### src/rtl/prog_loader.sv
// Program-memory loader: assembles a little-endian byte stream into 32-bit
// instructions, writes them at consecutive word addresses, and holds the core until done.
module prog_loader #(
    parameter int unsigned DEPTH_WORDS = 256,
    parameter logic [63:0] BASE_ADDR   = 64'h0
) (
    input  logic        clk,
    input  logic        rst_n,
    input  logic        start,
    input  logic [15:0] word_count,
    input  logic        byte_valid,
    input  logic [7:0]  byte_data,
    output logic        byte_ready,
    output logic        pm_we,
    output logic [63:0] pm_addr,
    output logic [31:0] pm_wdata,
    output logic        cpu_hold,
    output logic        busy,
    output logic        done,
    output logic        error,
    output logic [7:0]  checksum
);

    typedef enum logic [2:0] {
        ST_IDLE  = 3'd0,
        ST_RECV  = 3'd1,
        ST_WRITE = 3'd2,
        ST_DONE  = 3'd3,
        ST_ERR   = 3'd4
    } state_e;

    state_e      state_q, state_d;
    logic [15:0] cnt_q, cnt_d;
    logic [15:0] word_idx_q, word_idx_d;
    logic [1:0]  byte_idx_q, byte_idx_d;
    logic [31:0] asm_q, asm_d;
    logic [7:0]  checksum_q, checksum_d;
    logic [63:0] pm_addr_q, pm_addr_d;
    logic [31:0] pm_wdata_q, pm_wdata_d;
    logic        byte_ready_q, pm_we_q, cpu_hold_q, busy_q, done_q, error_q;

    // Next-state and datapath update logic.
    always_comb begin
        state_d    = state_q;
        cnt_d      = cnt_q;
        word_idx_d = word_idx_q;
        byte_idx_d = byte_idx_q;
        asm_d      = asm_q;
        checksum_d = checksum_q;
        pm_addr_d  = pm_addr_q;
        pm_wdata_d = pm_wdata_q;
        case (state_q)
            ST_IDLE, ST_DONE, ST_ERR: begin
                if (start) begin
                    word_idx_d = 16'd0;
                    byte_idx_d = 2'd0;
                    checksum_d = 8'd0;
                    cnt_d      = word_count;
                    if (word_count == 16'd0) begin
                        state_d = ST_DONE;
                    end else if ({16'd0, word_count} > DEPTH_WORDS) begin
                        state_d = ST_ERR;
                    end else begin
                        state_d = ST_RECV;
                    end
                end else begin
                    state_d = state_q;
                end
            end
            ST_RECV: begin
                if (byte_valid) begin
                    asm_d[{byte_idx_q, 3'b000} +: 8] = byte_data;
                    checksum_d = checksum_q + byte_data;
                    byte_idx_d = byte_idx_q + 2'd1;
                    if (byte_idx_q == 2'd3) begin
                        // Address and word are captured here so they are stable for the whole WRITE cycle.
                        state_d    = ST_WRITE;
                        pm_addr_d  = BASE_ADDR + ({48'd0, word_idx_q} << 2);
                        pm_wdata_d = {byte_data, asm_q[23:0]};
                    end else begin
                        state_d = ST_RECV;
                    end
                end else begin
                    state_d = ST_RECV;
                end
            end
            ST_WRITE: begin
                word_idx_d = word_idx_q + 16'd1;
                if ((word_idx_q + 16'd1) == cnt_q) begin
                    state_d = ST_DONE;
                end else begin
                    state_d = ST_RECV;
                end
            end
            default: begin
                state_d = ST_IDLE;
            end
        endcase
    end

    // State, datapath and registered status outputs.
    always_ff @(posedge clk) begin
        if (!rst_n) begin
            state_q      <= ST_IDLE;
            cnt_q        <= 16'd0;
            word_idx_q   <= 16'd0;
            byte_idx_q   <= 2'd0;
            asm_q        <= 32'd0;
            checksum_q   <= 8'd0;
            pm_addr_q    <= BASE_ADDR;
            pm_wdata_q   <= 32'd0;
            byte_ready_q <= 1'b0;
            pm_we_q      <= 1'b0;
            cpu_hold_q   <= 1'b1;
            busy_q       <= 1'b0;
            done_q       <= 1'b0;
            error_q      <= 1'b0;
        end else begin
            state_q      <= state_d;
            cnt_q        <= cnt_d;
            word_idx_q   <= word_idx_d;
            byte_idx_q   <= byte_idx_d;
            asm_q        <= asm_d;
            checksum_q   <= checksum_d;
            pm_addr_q    <= pm_addr_d;
            pm_wdata_q   <= pm_wdata_d;
            byte_ready_q <= (state_d == ST_RECV);
            pm_we_q      <= (state_d == ST_WRITE);
            cpu_hold_q   <= (state_d != ST_DONE);
            busy_q       <= (state_d == ST_RECV) || (state_d == ST_WRITE);
            done_q       <= (state_d == ST_DONE);
            error_q      <= (state_d == ST_ERR);
        end
    end

    assign byte_ready = byte_ready_q;
    assign pm_we      = pm_we_q;
    assign pm_addr    = pm_addr_q;
    assign pm_wdata   = pm_wdata_q;
    assign cpu_hold   = cpu_hold_q;
    assign busy       = busy_q;
    assign done       = done_q;
    assign error      = error_q;
    assign checksum   = checksum_q;

endmodule
### config.mk
export PLATFORM = sky130hd
export DESIGN_NAME = prog_loader
export DESIGN_NICKNAME = d
export VERILOG_FILES = /design/src/rtl/prog_loader.sv
export SDC_FILE = /design/constraint.sdc
export NUM_CORES = 1
export LEC_CHECK = 0
export BUFFER_PORTS_ARGS = -buffer_cell sky130_fd_sc_hd__buf_4
export CORE_MARGIN = 2
export CORE_UTILIZATION = 54
export CTS_CLUSTER_DIAMETER = 200
export CTS_CLUSTER_SIZE = 20
export DETAILED_ROUTE_END_ITERATION = 8
export HOLD_SLACK_MARGIN = 0.06
export PLACE_DENSITY = 0.84
export REMOVE_ABC_BUFFERS = 1
export SETUP_SLACK_MARGIN = 0.1
export SYNTH_ARGS = -nofsm -noshare
export SYNTH_HDL_FRONTEND = slang
export SYNTH_SLANG_ARGS = --single-unit
### constraint.sdc
create_clock -name clk -period 2.7 [get_ports clk]
set_input_delay 0.54 -clock clk [delete_from_list [all_inputs] [get_ports clk]]
set_output_delay 0.54 -clock clk [all_outputs]
set_load 0.02 [all_outputs]
# Word-level counts from Yosys, hierarchy flattened
# Cells that the tools add are included.
# totals
output_inout_bits	110
in_bits	28
elab_cells	61
regBits	131
# classes
n_shift	2
order_cmp	1
eq_ne	13
addsub	4
n_reduce_logical	11
n_mux	16
# ops
operator	count
bitwise mux 32 bit	1
case mux 16 bit (2 select lines)	1
variable shift 8 x 7 -> 32 bit (first input constant)	1
indexed part select 8 x 7 -> 32 bit	1
adder 16 x 1 -> 16 bit (second input constant)	1
== test 16 bit	1
> comparator 16 x 9 -> 1 bit (second input constant)	1
logical NOT 16 bit	1
2-to-1 mux 16 bit	1
2-to-1 mux 8 bit	2
case mux 8 bit (2 select lines)	1
== test 3 x 2 -> 1 bit (second input constant)	4
2-to-1 mux 3 bit	4
case mux 3 bit (3 select lines)	1
adder 8 bit	1
2-to-1 mux 2 bit	4
negator 5 -> 7 bit	1
== test 3 x 1 -> 1 bit (second input constant)	2
== test 3 bit (second input constant)	2
AND reduction 2 bit	3
AND reduction 3 bit	2
inequality test 2 bit (second input constant)	2
case mux 2 bit (2 select lines)	1
nonzero test 2 bit	2
6 further kinds	6

# Depth between registers and ports, before layout
# Gate-level depths: netlist (run 1).
# depth
ltp_word	7
mapped_depth	9
depth_no_buf	9

# Worst setup path before layout (run 1)
# No wires, ideal clock.
# synth_timing
path_type	input-to-reg
from	in byte_data[1]
to	reg checksum_q[7] (netlist: checksum[7])
setup_ns	0.074
stages	8
slack_ns	0.527
t_required_ns	2.626
n_path_buf	0
arrival_time_ns	2.099
cell_sequence	ha_1 -> a21o_1 -> a21oi_1 -> o21ai_0 -> o41ai_1 -> xor2_1 -> or3_1 -> a31oi_1
# synth_between
elab_chain_cells	3
# synth_rtl
item	line	rtl
from (decl)	12	input logic [7:0] byte_data,
adder 8 bit	73	checksum_d = checksum_q + byte_data;
2-to-1 mux 8 bit	71	if (byte_valid) begin
case mux 8 bit (2 select lines)	52	case (state_q)
to (signal assigned)	124	checksum_q <= checksum_d;
to (decl)	37	logic [7:0] checksum_q, checksum_d;
# Every way passes these cells. The select of a mux whose other input is x is not followed.
# A chain may end at the register's enable or synchronous reset.

# Worst setup path in the final report (run 1)
# layout_timing
from	reg word_idx_q[0]
to	reg cpu_hold_q (netlist: cpu_hold)
# layout_between
elab_chain_cells	5
# layout_rtl
item	line	rtl
from (decl)	34	logic [15:0] word_idx_q, word_idx_d;
from (signal assigned)	121	word_idx_q <= word_idx_d;
adder 16 x 1 -> 16 bit	89	if ((word_idx_q + 16'd1) == cnt_q) begin
== test 16 bit	89	
2-to-1 mux 2 bit	89	
case mux 3 bit (3 select lines)	52	
inequality test 3 x 2 -> 1 bit	129	cpu_hold_q <= (state_d != ST_DONE);
to (signal assigned)	129	
to (decl)	40	logic byte_ready_q, pm_we_q, cpu_hold_q, busy_q, done_q, error_q;
# Every way passes these cells.

==> impl.org, run 1 <==
** Outcome
- The flow ran to the end, and the final reports show no timing, DRC or antenna violations.

** Global routing
- Number of antenna violations at the first check in global routing :: 0
- Via count of the first global-routing pass :: about 4.8k
- GR Overflow Total :: 0
- Wire length of the first global-routing pass :: 23100 um
- Entering global routing, the biggest net connects 42 pins.
- Total track usage :: between 20% and 30%

** Critical path
- The worst setup path is launched from a flop.
- Delay-heaviest family, CP :: simple AND/OR/NAND/NOR gates
- For the worst setup path, the data required time is 3.12 ns.
- Top fanout value on the critical path :: 8
- In this design, the stage delay of the slowest critical-path cell is 0.47 ns.
- CP max-delay cell :: dfxtp_1
- At the worst endpoint, the arrival time is 2.76 ns.
- Cells along the critical path :: and4_4, nand4_4, or3_4, xnor2_2, nor3_1, a31oi_2, nand2b_1
- Nature of the critical path endpoint :: flop
- The critical path contains buffers and inverters numbering 0 combined.
- The critical path is of the reg2reg type.

** Timing
- Unrepaired setup endpoints after global routing :: no
- After layout, the worst path uses 86.9% of the clock period.
- The final max-slew violation count was 0.
- Measured against its own limit, the worst slew margin works out to between 60 and 70%.
- The hold violation total from the final report is 0.
- Fin Setup TNS :: 0 ns
- Maximum operating frequency :: 0.426 GHz
- For the pin with the worst max-slew slack, the measured transition is 0.520 ns.
- Setup Viol. Count Final :: 0
- Largest clock skew in the final design :: 0.0102 ns
- The tightest hold path in the finished design has a slack of 0.267 ns.
- Counting I/O delays and the setup requirement, the final critical path takes ~2.3 ns.

** Floorplanning
- The initial utilization of the core area, before any placement, comes to 54.9%.
- Row cnt :: 38
- The die is 109 um tall.
- about 140 I/O pins were placed.
- The core region is 10800 um2.
- From left edge to right edge, the die measures 109 um.
- The die covers 11800 um2.

** Synthesis
- In this run, synthesis produced a sequential element count of 123.
- After synthesis the cells add up to 5930 um2.
- Of the post-synthesis cell area, the part taken by muxes is 0.169%.
- For this run, the leading register cell type out of synthesis is dfxtp_1.
- After Yosys synthesis, and, or, nand and nor cells account for about a quarter of the synthesized area.
- Synth Area in Compound Gates :: 15.9%
- Count of cell types in the netlist :: 61
- Yosys mapped a number of flops with a built-in enable equal to 0.
- XOR/XNOR Fraction of Synth Area :: 4.27%
- Syn Area/Cell :: between 7 and 8 um2
- Synthesis produced 755 cells.
- Yosys warns :: 0
- After synthesis, the largest family of logic cells by area is simple AND/OR/NAND/NOR gates.
- Sequential area share after synthesis :: 41.6%
- Synth Area in Adders :: just over 3%
- In the synthesized netlist the async set-or-reset flop fraction comes to 0%.

** Cells and area
- Commonest cells after routing, fill and taps aside :: nand2_1 (195), dfxtp_1 (123), buf_4 (108)
- Commonest non-fill, non-tap cell in the layout :: nand2_1
- Leaving out filler cells and counting taps, the final layout contains 989.
- Fraction of final layout cells with drive strength greater than 1 :: 18.0%
- In the final design database the tool counted 878 nets.
- Relative to the synthesized area, the layout overhead comes to 20.2%.
- The finished cells cover 7120 um2.
- Antenna diodes :: 0

** Clock network
- Counting along the longest clock path gives a buffer depth of 2.
- CTS saw approximately 120 sinks.
- The number of gates resized after CTS was 0.
- After clock tree synthesis, the setup repair step added 0 buffers.
- TritonCTS built the clock tree.
- Buffers inserted to repair hold after CTS numbered 0.
- CTS built an H-tree with a depth of 4.
- Clk_lat worst skew :: 0.53 ns
- Number of clock buffers inserted by TritonCTS :: 17
- Clock root buffer :: clkbuf_8
- After clock tree synthesis, the clock-pin slew on the worst setup and hold paths is 0.06 ns.

** Drt
- The routed design has 14400 um of wire.
- The detailed router placed ~5.3k vias in this run.
- Iteration-0 DRC Markers :: 365
- Dividing the detail-routed wire length by the instance count gives 14.5 um.
- For this run, design rule violations remaining after detail routing come to 0.
- Iteration count of the initial detailed-routing pass :: 5
- Antenna Violating Nets Remaining :: 0
- Dividing the detail-routed via count by the number of cells gives 5.40.

** Power and ir drop
- Design Power :: 4.43 mW
- Pwr per Cell Area :: 622 nW/um2
- Across the VDD grid, the largest voltage drop is 0.000426 V.
- Leakage power :: 2.83 nW

** Place
- Port buffering added 89 buffers.
- Placed insts :: 957
- After detailed placement, the total cell area comes to roughly 6500 um2.
- Summed over all nets, the half-perimeter wirelength after detailed placement is between 9000 and 10000 um.
- At the end of routability-driven placement, the weighted congestion stood at 0.876.

** Job
- Max-cap violations in this run came to 0.

** Worst hold path
- In this run the worst hold path is classified as in2reg.
## final timing paths
path | slack, ns | depth (start not counted) | startpoint | end
setup / recovery | 0.35 | 7 | word_idx_q[0] | cpu_hold
hold / removal | 0.27 | 3 | word_count[11] | cnt_q[11]
setup reg to reg | 0.35 | 7 | word_idx_q[0] | cpu_hold
hold reg to reg | 0.45 | 2 | asm_q[12] | asm_q[12]
## area by class of cell
cell class	instances	area, um2
clock buffer	17	414
clock inverter	15	164
fill	868	3670
inverter	7	26.3
multi-input combinational	578	3050
sequential	123	2460
tap	140	175
timing repair buffer	109	831
## routing by layer
metal / share of wire [%] / global-route usage, % / wire [um] / vias to the layer above
met5: 0 / 0 / 0 / -
met4: 2.9 / 11.4 / 417 / 0
met3: 7.2 / 5.14 / 1040 / 41
met2: 47 / 38.5 / 6800 / 211
met1: 43 / 32.8 / 6130 / 2473
li1: - / - / - / 2611
## logic make-up after synthesis
| logic type | count (synthesis) |
|---|---|
| xor gates and xnor gates | 28 |
| and+or+nand+nor | 329 |
| buffers and inverters | 101 |
| other | 1 |
| adders and majority gates | 14 |
| AOI/OAI and AO/OA | 158 |
| DFF | 123 |
| muxes | 1 |
## cell usage after synthesis (all sizes together) (2+ instances only)
cell type,number,area [um2]
nand4,7,58.8
o21ai,19,95.1
and2,6,37.5
clkbuf,36,146
a21boi,32,240
dfxtp,123,2460
and3,5,32.5
nor4,6,43.8
nor3,16,91.3
buf,58,422
nand2b,2,12.5
xor2,8,70.1
nor2,36,135
nand2,195,732
or3,3,23.8
a31oi,4,31.3
a21oi,87,435
xnor2,20,183
or2,2,12.5
a21o,2,15.0
ha,13,163
nor3b,6,45.0
nand3,39,195
inv,7,26.3
## tightest hold or removal path: cells and delay by family
kind | cells | cell delay, ns
AO/OA/AOI/OAI | 1 | 0.05
buffers and inverters | 1 | 0.11
AND/OR/NAND/NOR | 1 | 0.05
## metrics by stage
stage / utilization, % / worst slack (ns)
3_3_place_gp: 60.7 / 0.293
5_1_grt: 66.0 / 0.183
4_1_cts: 66.0 / 0.358
3_5_place_dp: 60.7 / 0.228
6_report: 66.0 / 0.352
2_1_floorplan: - / -0.800
## power breakdown
part | total, mW | switching (mW) | internal, mW
logic | 0.350 | 0.233 | 0.116
clock network | 2.21 | 0.880 | 1.33
registers | 1.87 | 0.0276 | 1.84
## state kept, by name (all words and copies together), names as in the netlist
signal,cells
state_q,3
done,1
pm_wdata,32
pm_we,1
word_idx_q,16
cnt_q,16
checksum,8
byte_ready,1
error,1
byte_idx_q,2
cpu_hold,1
busy,1
asm_q,24
pm_addr,16
No activity file was read; power rests on OpenSTA's default activity.
==> run 2: changes to the inputs <==
PLACE_DENSITY = 0.8   (was 0.84)
==> run 2 against run 1 <==
  * Final cell count shrank 0.40%
  * Largest power group unchanged
  * First-iteration DRC count shrank 19%
  * Critical path depth grew 1
  * Critical path type unchanged
  * Non-clock buffer count shrank 3
  * Routed wire length shrank 4.7%
  * Sequential cell count is the same
  * Via count shrank 2.2%
  * Design area shrank 0.12%
  * Register-to-register slack lost 0.03 ns
  * Global-route usage shrank 0.71 points
  * Die area is the same
  * Clock skew shrank 0.0053 ns
  * Highest routed layer unchanged
==> impl.org, run 2 (synthesis gave the netlist of run 1 again) <==
** Outcome
- The flow ran to the end, and the final reports show no timing, DRC or antenna violations.

** Cells and area
- Compared with the post-synthesis result, the final layout area differs by 20.1%.
- Commonest cells after routing, fill and taps aside :: nand2_1 (195), dfxtp_1 (123), buf_4 (105)
- Antenna diodes :: 0
- Leaving out fill and tap cells, the most frequent cell in the layout is nand2_1.
- Number of flip-flops in the largest register :: 32
- After the last flow step, the layout net total stands at 875.
- Final instance count without filler cells :: a little under 1k
- Cells with a size suffix above 1 make up ~17% of the layout.
- The layout has slightly above 900 filler cells.

** Drt
- The routed design has 13700 um of wire.
- For this run, the detailed router's first-pass iteration total came to 5.
- Via-to-Cell Ratio :: 5.30
- The detailed router finished its first iteration with 297 violations.
- The final route contains 5219 vias.
- In this run the remaining antenna-violating nets after routing total 0.
- In the routed design, unresolved DRC markers number 0.
- In the final routed layout, each cell accounts on average for 13.9 um.

** Clock network
- Sink Count :: approximately 120
- The tree is rooted in a clkbuf_8.
- Once the clock tree was built, the resizer swapped 0 gates to a different size.
- Reg clk slew, reported paths :: 0.06 ns
- Number of buffers inserted by post-CTS setup repair :: 0
- In this run the number of H-tree levels came out at 4.
- The clock passes through at most 2 buffers.
- Hold-fix buffers at CTS :: 0
- Number of clock buffers inserted by TritonCTS :: 17
- Clock tree from TritonCTS :: built
- The later pin in the worst-skew pair is clocked with a latency of 0.53 ns.

** Power and ir drop
- Maximum vdd drop :: 0.000372 V
- Of the total power, the share spent switching nets is 22.8%.
- Comb power frac :: 7.6%
- In this run the power density over the cells is 628 nW/um2.
- In this run, the clock network consumes 50.5% of the power.
- Design Power :: approximately 4.5 mW
- Leakage power :: roughly 2.8 nW
- Sequential fraction of design power :: approximately two fifths
- Internal Power :: 3.45 mW
- For this design the total switching power over the nets is between 1 and 1.5 mW.

** Critical path
- Data on the critical path is required at its endpoint by 3.12 ns.
- CP Data Arrival Time :: between 2 and 3 ns
- CP max-delay cell :: dfxtp_1
- Cells along the critical path :: ha_1, nand3_1, or2_1, xnor2_1, a2bb2oi_1, nor4_2, a31oi_2, nand2b_1
- Path type of the worst setup path :: reg2reg
- Of all nets on the critical path, the largest fanout is 8.
- The worst setup path is captured at a flop.
- The largest single stage delay on the critical path is around 0.48 ns.
- Startpoint type of the worst setup path :: flop

** Timing
- Unrepaired setup endpoints after global routing :: no
- Hold timing on the final database bottoms out at a slack of 0.265 ns.
- Hold violation total from the final report :: 0
- Maximum operating frequency :: around 0.42 GHz
- Largest clock skew in the final design :: 0.00491 ns
- Setup violations remaining at the end of the flow were counted as 0.
- Final count of pins violating max slew :: 0
- Post-route fraction of the period consumed by the critical path :: 88.1%
- Fin crit period :: 2.38 ns

** Global routing
- The number of global-route vias before repair was 4946.
- GR Overflow Total :: 0
- Wire length of the first global-routing pass :: 22300 um
- Total track usage :: roughly a quarter
- Entering global routing, the biggest net connects 45 pins.
- The initial antenna violation count is 0.

** Job
- Across the run, the number of max-cap violations was 0.

** Floorplanning
- The die is 109 um wide.
- The floorplan has 38 rows.
- Once the floorplan was initialized, standard cells occupied about 55% of the core.
- Die outline area :: between 10000 and 15000 um2
- Core box area :: 10800 um2
- Ports :: 138
- Chip height :: approximately 110 um

** Place
- PortBufs :: 89
- Placed insts :: 954
- The HPWL after detailed placement is 9690 um.
- The congestion estimate from routability-driven global placement came to 0.880.

** Worst hold path
- The worst hold path belongs to the class in2reg.
run 2: changes by cell type in the layout (fill, tap and decap cells not counted), sizes merged:
| cell | before | now |
|---|---|---|
| buf | 109 | 106 |
| bufinv | 2 | 3 |
| clkbuf | 17 | 23 |
| clkinv | 7 | 5 |
| clkinvlp | 1 | 0 |
| inv | 12 | 7 |
run 2: power by group through the flow:
stage               Clock, mW  Sequential (mW)  Combinational (mW)
floorplan                   0             1.91               0.214
global placement            0             1.91               0.328
detailed placement          0             1.91               0.336
CTS                      2.29             1.87               0.338
global route             2.37             1.88               0.373
finish                   2.26             1.87               0.341
run 2: layout make-up:
| class | instances | area, um2 | share of cell area (%) |
|---|---|---|---|
| tap | 140 | 175 | 2.46 |
| multi-input combinational | 578 | 3050 | 42.9 |
| sequential | 123 | 2460 | 34.6 |
| clock inverter | 8 | 115 | 1.62 |
| clock buffer | 23 | 477 | 6.70 |
| timing repair buffer | 106 | 808 | 11.4 |
| inverter | 7 | 26.3 | 0.369 |
run 2: path summary, 6_finish.rpt:
kind | from | endpoint | slack (ns) | cells after the start
worst max-delay path | word_idx_q[0] | cpu_hold | 0.32 | 8
worst min-delay path | word_count[7] | cnt_q[7] | 0.27 | 3
worst max register to register | word_idx_q[0] | cpu_hold | 0.32 | 8
worst min register to register | asm_q[13] | asm_q[13] | 0.45 | 2
run 2: critical path: cells and delay by family, from the launching register on:
family | cells | cell delay [ns]
simple gates | 4 | 1.07
flops | 1 | 0.48
compound gates | 2 | 0.30
fa+ha+maj | 1 | 0.22
xor+xnor | 1 | 0.19
run 2: per-stage QoR:
stage,util (%),TNS [ns],cell area (um2),setup slack [ns]
6_report,65.9,0,7120,0.321
5_1_grt,65.9,0,7120,0.120
4_1_cts,65.9,0,7120,0.317
3_5_place_dp,60.4,0,6520,0.239
3_3_place_gp,60.4,0,6520,0.281
2_1_floorplan,-,-31.50,5530,-0.800
run 2: metal layers:
metal,vias up,wire [um],track usage [%]
li1,2607,-,-
met1,2410,5790,27.8
met2,168,6730,41.2
met3,34,837,5.98
met4,0,359,11.7
met5,-,0,0
==> run 3: changes to the inputs <==
CORE_UTILIZATION = 56   (was 54)
CTS_BUF_LIST = sky130_fd_sc_hd__clkbuf_4 sky130_fd_sc_hd__clkbuf_8   (was unset)
PLACE_DENSITY = 0.83   (was 0.8)
==> run 3 against run 2 <==
  * Routed wire length increased by 1.1%
  * Non-clock buffer count unchanged
  * Combinational power rose by 1%
  * Clock skew increased by 0.0085 ns
  * Final cell count decreased by 0.30%
  * Clock power decreased by 22%
  * Critical path depth stayed put
  * Maximum frequency shrank 0.42%
  * Critical path type unchanged
  * Critical endpoint unchanged
==> impl.org, run 3 (synthesis gave the netlist of run 1 again) <==
** Global routing
- Wire length of the first global-routing pass :: 22600 um
- The initial antenna violation count came to 0.
- GR Overflow Total :: 0
- In the global route stage, overall resource usage came out at 24.9%.
- The number of global-route vias before repair came to slightly below 5k.
- Entering global routing, the biggest net connects 61 pins.

** Timing
- Rel. slew slack :: 59.3%
- After layout, the worst setup slack is 0.311 ns.
- Fin crit period :: 2.39 ns
- Pin slew with the least headroom to its limit :: 0.608 ns
- Largest clock skew in the final design :: 0.0134 ns
- WHS :: between 0.3 and 0.4 ns
- Setup violations remaining at the end of the flow were counted as 0.
- The worst path uses between 80% and 90% of the clock period.
- Derived from the worst setup path, the maximum achievable clock frequency is around 0.42 GHz.
- The final max-slew violation count came to 0.
- Setup repair after global routing left no endpoint under its margin.
- Hold violation total from the final report :: 0

** Cells and area
- Commonest cells after routing, fill and taps aside :: nand2_1 (195), dfxtp_1 (123), buf_4 (105)
- Number of flip-flops in the largest register :: 32
- The library cell used most frequently in the layout, excluding fill and tap cells, is nand2_1.
- Fill cells in the final layout number 859.
- Register area :: 2460 um2
- In the final design database the tool counted between 800 and 900 nets.
- The finished layout holds 982 standard cells, fillers aside.
- In the final layout, the multi-input gates occupy 3050 um2.
- The repair_antennas step left the layout with diodes totalling 0.
- The area growth from synthesis to layout is 17.3%.
- Fraction of final layout cells with drive strength greater than 1 :: 17.7%

** Floorplanning
- Chip height :: 107 um
- Die outline width :: between 100 and 150 um
- Once the floorplan was initialized, standard cells occupied 57.7% of the core.
- between 100 and 150 I/O pins were placed.
- Core box area :: 10300 um2
- Die outline area :: about 11000 um2
- The initialized floorplan defines 37 standard-cell rows.

** Worst hold path
- The min-delay analysis places its worst path in the category in2reg.
- Counting instances, the worst hold path has a depth of 3.

** Clock network
- The number of clock buffers added by TritonCTS is 17.
- For this design, the CTS-stage hold fixing added 0 buffers.
- Number of buffers inserted by post-CTS setup repair :: 0
- No sink is reached through more buffers than the 2 on the longest clock path.
- In this run, post-CTS repair resized a total of 0 instances.
- Sink Count :: 123
- TritonCTS built the clock tree.
- At the later pin of the worst-skew pair, clock insertion delay measures 0.44 ns.
- Reg clk slew, reported paths :: 0.08 ns
- CTS HTree Levels :: 4
- Clock root buffer :: clkbuf_8

** Critical path
- For the worst setup path, the data required time is 3.02 ns.
- CP Data Arrival Time :: 2.71 ns
- Along the worst path, the maximum fanout reaches 8.
- Nature of the critical path endpoint :: flop
- The worst setup path is launched from a flop.
- For the worst flop-to-flop path, the logic depth is 8.
- The critical path in this run is classified as reg2reg.

** Outcome
- The flow ran to the end, and the final reports show no timing, DRC or antenna violations.

** Drt
- Average wire per cell in the routed design :: about 14 um
- After detailed routing, the total wire length is 13900 um.
- Number of design rule violations left after detail routing :: 0
- For this block, the initial DRC count from the detailed router was 299.
- The detail route stage leaves a number of antenna-violating nets equal to 0.
- Using the TritonRoute via totals, the vias-per-cell ratio works out to 5.36.
- Vias :: ~5.3k
- Iteration count of the initial detailed-routing pass :: 5

** Place
- Worst slack, placed :: around 0.18 ns
- Once detailed placement completed, the half-perimeter wirelength came to around 9900 um.
- Placed insts :: 950
- Port buffering added 89 buffers.
- Routability-driven placement finished with a final weighted congestion of 0.905.

** Power and ir drop
- In this run the power density over the cells is 572 nW/um2.
- Leakage power :: 2.75 nW
- IR analysis of the VDD net gives a maximum drop of 0.000316 V.

** Job
- Maxcap violations :: 0
==> run 3: cell types whose count changed in the layout (fill, tap and decap cells not counted) <==
| cell | before | now |
|---|---|---|
| clkbuf_1 | 2 | 0 |
| bufinv_16 | 3 | 4 |
| clkbuf_16 | 16 | 0 |
| clkinvlp_4 | 0 | 3 |
| clkinv_2 | 5 | 6 |
| clkbuf_8 | 5 | 19 |
==> run 3: worst max-delay path: stages (launching register included) <==
cell	delay, ns
dfxtp_1	0.42
ha_1	0.33
nand3_1	0.20
or2_1	0.33
xnor2_1	0.19
a2bb2oi_1	0.09
nor4_2	0.32
a31oi_2	0.21
nand2b_1	0.20
==> run 3: power breakdown <==
part	internal (mW)	switching (mW)
clock network	1.04	0.718
registers	1.84	0.0276
logic	0.117	0.228
total	3.00	0.974
==> run 3: metrics by stage <==
step	power [mW]	instance area, um2	TNS (ns)	util [%]
after floorplan	2.13	5530	-31.50	-
after global placement	2.24	6520	0	63.4
after detailed placement	2.25	6520	0	63.4
after CTS	4.00	6950	0	67.7
after global routing	4.12	6950	0	67.7
final	3.98	6950	0	67.7
==> run 3: final cells by class <==
cell class                 instances  share of cell area, %
multi-input combinational        578                   43.9
tap                              136                   2.45
sequential                       123                   35.4
inverter                           7                  0.378
timing repair buffer             106                   11.6
clock inverter                    13                   2.48
clock buffer                      19                   3.76
==> run 3: final timing paths <==
| path | slack (ns) | to | from |
|---|---|---|---|
| min | 0.35 | cnt_q[9] | word_count[9] |
| max | 0.31 | cpu_hold | word_idx_q[1] |
| max reg2reg | 0.31 | cpu_hold | word_idx_q[1] |
| min reg2reg | 0.45 | pm_addr[6] | pm_addr[6] |
==> run 3: metal layers <==
metal / vias up / global-route usage [%] / routed length, um
met3: 26 / 5.84 / 851
met1: 2438 / 28.9 / 5750
met4: 0 / 12.2 / 350
met2: 200 / 43.0 / 6920
li1: 2598 / - / -
met5: - / 0 / 0
